--- config.mk ---
export PLATFORM = sky130hd
export DESIGN_NAME = modn_timer_arbiter_flat
export DESIGN_NICKNAME = d
export VERILOG_FILES = /design/src/rtl/modn_timer_arbiter_if.sv /design/src/rtl/modn_timer_arbiter.sv /design/src/flat_wrapper.sv
export SDC_FILE = /design/constraint.sdc
export NUM_CORES = 1
export LEC_CHECK = 0
export CAP_MARGIN = 20
export CORE_MARGIN = 4
export CORE_UTILIZATION = 46
export CTS_BUF_LIST = sky130_fd_sc_hd__clkbuf_8
export DETAILED_ROUTE_END_ITERATION = 7
export PLACE_DENSITY = 0.92
export SLEW_MARGIN = 20
export SYNTH_ARGS = -nofsm -noshare
export SYNTH_HDL_FRONTEND = slang
export SYNTH_SLANG_ARGS = --single-unit
--- constraint.sdc ---
create_clock -name clk -period 2.9 [get_ports clk]
set_clock_uncertainty 0.05 [all_clocks]
set_input_delay 0.725 -clock clk [delete_from_list [all_inputs] [get_ports clk]]
set_output_delay 0.725 -clock clk [all_outputs]
set_load 0.02 [all_outputs]
--- src/rtl/modn_timer_arbiter_if.sv ---
// modn_timer_arbiter_if: request/terminal-value bus between timed clients and the shared counter
interface modn_timer_arbiter_if #(
    parameter int NREQ = 4,
    parameter int W    = 8
);
    logic              en;
    logic [NREQ-1:0]   req;
    logic [NREQ*W-1:0] len;
    logic [NREQ-1:0]   grant;
    logic [W-1:0]      count;
    logic [NREQ-1:0]   done;
    logic              busy;
    modport master (output en, req, len, input grant, count, done, busy);
    modport slave  (input en, req, len, output grant, count, done, busy);
endinterface

--- src/rtl/modn_timer_arbiter.sv ---
// modn_timer_arbiter: round-robin owner of one terminal counter, one-cycle done pulse per finished job
module modn_timer_arbiter #(
    parameter int NREQ = 4,
    parameter int W    = 8
) (
    input logic                 clk,
    input logic                 reset,
    modn_timer_arbiter_if.slave bus
);
    localparam int PW = (NREQ > 1) ? $clog2(NREQ) : 1;
    typedef enum logic [1:0] {IDLE, RUN, DONE} state_t;
    state_t        state_q, state_d;
    logic [PW-1:0] ptr_q, ptr_d, owner_q, owner_d, pick, owner_nxt;
    logic [W-1:0]  term_q, term_d, count_q, count_d;
    // Scan downwards so the requester closest to ptr_q is the last (winning) assignment.
    always_comb begin
        pick = ptr_q;
        for (int k = NREQ - 1; k >= 0; k--)
            if (bus.req[(int'(ptr_q) + k) % NREQ]) pick = PW'((int'(ptr_q) + k) % NREQ);
    end
    assign owner_nxt = PW'((int'(owner_q) + 1) % NREQ);
    always_comb begin
        state_d = state_q;
        ptr_d   = ptr_q;
        owner_d = owner_q;
        term_d  = term_q;
        count_d = count_q;
        case (state_q)
            IDLE: if (|bus.req) begin
                state_d = RUN;
                owner_d = pick;
                term_d  = bus.len[pick*W +: W];
                count_d = '0;
            end
            RUN: if (!bus.req[owner_q]) begin
                state_d = IDLE;
                count_d = '0;
                ptr_d   = owner_nxt;
            end else if (bus.en) begin
                state_d = (count_q == term_q) ? DONE : RUN;
                count_d = (count_q == term_q) ? '0 : count_q + W'(1);
            end
            DONE: begin
                state_d = IDLE;
                ptr_d   = owner_nxt;
            end
            default: state_d = IDLE;
        endcase
    end
    always_ff @(posedge clk) begin
        if (reset) begin
            state_q <= IDLE;
            ptr_q   <= '0;
            owner_q <= '0;
            term_q  <= '0;
            count_q <= '0;
        end else begin
            state_q <= state_d;
            ptr_q   <= ptr_d;
            owner_q <= owner_d;
            term_q  <= term_d;
            count_q <= count_d;
        end
    end
    assign bus.grant = (state_q != IDLE) ? NREQ'(1) << owner_q : '0;
    assign bus.done  = (state_q == DONE) ? NREQ'(1) << owner_q : '0;
    assign bus.count = count_q;
    assign bus.busy  = state_q != IDLE;
endmodule
--- src/flat_wrapper.sv ---
// flat-port wrapper written by rule: the top's interface ports become plain ports
module modn_timer_arbiter_flat 
#(
    parameter int NREQ = 4,
    parameter int W    = 8
)
  (clk, reset, bus_en, bus_req, bus_len, bus_grant, bus_count, bus_done, bus_busy);
  modn_timer_arbiter_if #(.NREQ(NREQ), .W(W)) bus_i ();
  input logic clk;
  input logic reset;
  input wire logic [$bits(bus_i.en)-1:0] bus_en;
  input wire logic [$bits(bus_i.req)-1:0] bus_req;
  input wire logic [$bits(bus_i.len)-1:0] bus_len;
  output wire logic [$bits(bus_i.grant)-1:0] bus_grant;
  output wire logic [$bits(bus_i.count)-1:0] bus_count;
  output wire logic [$bits(bus_i.done)-1:0] bus_done;
  output wire logic [$bits(bus_i.busy)-1:0] bus_busy;
  assign bus_i.en = bus_en;
  assign bus_i.req = bus_req;
  assign bus_i.len = bus_len;
  assign bus_grant = bus_i.grant;
  assign bus_count = bus_i.count;
  assign bus_done = bus_i.done;
  assign bus_busy = bus_i.busy;
  modn_timer_arbiter #(.NREQ(NREQ), .W(W)) u_core (.clk(clk), .reset(reset), .bus(bus_i));
endmodule
==> run_results.csv <==
group,metric,value,unit
clock_network,cts.htree.levels,1,
global_routing,gr-total-overflow,0,
placed_design,hpwlAfterDp,2.96,mm
timing,max_freq,378,MHz
floorplanning,initial_core_util,0.489,
critical_path,critPathKind,"primary input to flip-flop",
global_routing,grtUsageMet2,0.316,
power,vdd_drop_max,0.000204,V
synth,ys_seq_area_frac,0.290,
floorplanning,rows,20,
clock_network,post-cts-setup-buffers,0,
critical_path,cpMostUsedCell,"a221o_1",
floorplanning,io_pins,56,
synth,synth_top_area_share,0.290,
synth,synth_seq_cells,22,
global_routing,grt_max_degree,20,
power,leakage,0.860,nW
global_routing,track_usage,0.185,
critical_path,critical_path_peak_fanout,15,
synth,synth_commonest_cells,"23 x nand2_1, 22 x dfxtp_1, 20 x mux2i_1",
critical_path,rrSetupSlack,0.67,ns
route,ant_nets,0,
global_routing,grt_pass1_wl,6.25,mm
hold_path,min_delay_worst_endpoint,"u_core.term_q[0]",
route,routed_wl,3.83,mm
timing,finalMaxSlewViolations,0,
global_routing,antenna_found_initial,0,
timing,holdWs,0.439,ns
clock_network,cts-buffers-inserted,3,
layout,n_antenna_cell,0,
synth,yosysWarnings,0,
hold_path,worstHoldStart,"u_core.term_q[0]",
critical_path,crit_path_end_kind,"flip-flop",
synth,yosysTopAreaCell,"dfxtp_1",
synth,synth_nets,225,
floorplanning,core_region_area,0.00310,mm2
clock_network,cts_tree,"done",
clock_network,cts_root_buffer,"clkbuf_8",
route,num_vias,1563,
floorplanning,fp.dieArea,0.00428,mm2
timing,finalCritPeriodShare,0.913,
critical_path,cp_cell_sequence,"clkdlybuf4s50_1 > mux4_2 > a221o_1 > nor4b_1 > a221o_1",
floorplanning,die_w,65.4,um
timing,min_period,2.65,ns
hold_path,worst_hold_path.num_cells,2,
critical_path,crit_required,3.06,ns
critical_path,worstPathArrival,2.81,ns
global_routing,busiest_layer,"met2",
placed_design,gp_congestion,0.884,
critical_path,r2r_cells,4,
layout,fin_nets,285,
critical_path,worstReg2RegStart,"u_core.owner_q[1]",
power,powerDensity,389,mW/mm2
route,drc,0,
placed_design,place_area,0.00214,mm2
clock_network,clockBufferDepth,2,
timing,grt_setup_unrepaired,"false",
critical_path,startpoint_type,"primary input",
route,vias_per_cell,5.50,
global_routing,grt_util_met1,0.218,
timing,slew_headroom,0.463,
synth,synth_top_flop_cell,"dfxtp_1",
layout,drive_gt1_frac,0.0750,
layout,area_growth,44.9,%
critical_path,critical_path.max_stage_delay,0.52,ns
route,drt-pass1-iter-count,4,
clock_network,cts_num_sinks,22,
timing,finalSetupViolCount,0,
timing,fin_tns_setup,0,ns
synth,syn_inst,181,
status,status,"finished, final reports clean",
synth,async_flop_share,0,
synth,synth_area_leaders,"dfxtp_1 29%, mux2i_1 13%, nand2_1 5.7%",
critical_path,r2r_end,"u_core.bus.count[7]",
flow_run,maxCapViolCount,0,
route,routedWlPerCell,13.5,um
synth,syn_avg_cell_area,8.39,um2
synth,yosysUniqueCellTypes,41,
clock_network,clk_pin_slew,0.08,ns
clock_network,clk_latency,0.26,ns
synth,synthesis.area,0.00152,mm2
route,detail_route.iter0.violations,87,
timing,worstMarginPinSlew,0.799,ns
critical_path,slowest_stage,"clkdlybuf4s50_1",
hold_path,hold_path.class,"flip-flop to flip-flop",
floorplanning,die_h,65.4,um
synth,synth-edff-count,0,
critical_path,path_buf_inv,1,
synth,synth.most_common_cell,"nand2_1",
layout,design_area,0.00220,mm2
timing,hold_violations,0,
placed_design,port_buffers,55,
clock_network,cts_resized,0,
critical_path,cp_top_family,"compound AO/OA/AOI/OAI gates",
global_routing,grt_pass1_vias,1497,
global_routing,met3_usage,0.0513,
clock_network,hold_buffers,0,
-- per-stage QoR --
stage | cells | total power (W) | setup WS, ns | util
2_1_floorplan | 181 | 0.000529 | 0.569 | -
5_1_grt | 284 | 0.000898 | 0.107 | 0.709
4_1_cts | 284 | 0.000860 | 0.263 | 0.709
6_report | 284 | 0.000856 | 0.254 | 0.709
3_5_place_dp | 280 | 0.000643 | 0.00904 | 0.691
3_3_place_gp | 280 | 0.000635 | 0.107 | 0.691
-- area by class of cell --
cell class / count / area, um2
Clock buffer: 4 / 55.1
Sequential cell: 22 / 440
Inverter: 6 / 22.5
Timing Repair Buffer: 63 / 623
Tap cell: 44 / 55.1
Fill cell: 268 / 903
Multi-Input combinational cell: 145 / 1000
-- sequential cells by signal (all words and copies together), names as in the netlist --
register          flops
u_core.bus.count      8
u_core.owner_q        2
u_core.ptr_q          2
u_core.state_q        2
u_core.term_q         8
-- worst max-delay path by stage --
stage                     slack, ns        from  depth (start not counted)             endpoint
after CTS                      0.26  bus_req[0]                          5  u_core.bus.count[7]
after global placement         0.11  bus_req[0]                          5  u_core.bus.count[7]
after floorplan                0.57  bus_req[3]                          5  u_core.bus.count[7]
final                          0.25  bus_req[0]                          5  u_core.bus.count[7]
after global routing           0.11  bus_req[0]                          6  u_core.bus.count[2]
after detailed placement      0.009  bus_req[0]                          5  u_core.bus.count[7]
-- kinds of logic after synthesis --
family | synth area share
and+or+nand+nor | 0.274
AOI/OAI and AO/OA | 0.153
DFF | 0.290
muxes | 0.147
buffers and inverters | 0.0486
xor gates and xnor gates | 0.0462
adders and majority gates | 0.0412
-- worst register-to-register path, delay by kind of cell (launching register included) --
family	cells	cell delay, ns
AND/OR/NAND/NOR	1	0.35
AO/OA/AOI/OAI	2	0.70
multiplexers	1	0.57
flip-flops	1	0.51
-- metal layers --
| layer | vias to the layer above | wire length [um] |
|---|---|---|
| li1 | 774 | - |
| met1 | 709 | 1660 |
| met2 | 73 | 1760 |
| met3 | 7 | 345 |
| met4 | 0 | 68 |
| met5 | - | 0 |
-- report_power, final --
| part | internal [W] | switching, W |
|---|---|---|
| logic | 0.000151 | 0.000134 |
| registers | 0.000328 | 0.0000262 |
| clock network | 0.000121 | 0.0000961 |
| total | 0.000599 | 0.000256 |
-- cell usage in the layout, fill, tap and decap left out, types with 4 or more instances in the layout --
cell type        instances
inv_1                    5
nor3_1                   5
a21oi_1                  8
clkbuf_8                 4
nor2b_1                 10
o221ai_1                 8
dfxtp_1                 22
xor2_1                   8
buf_4                    7
clkdlybuf4s50_1         55
nor2_1                  13
nand2_1                 23
mux2i_1                 20
ha_1                     5
and2_1                   4
nand3_1                  5
No activity file was read; power rests on OpenSTA's default activity.
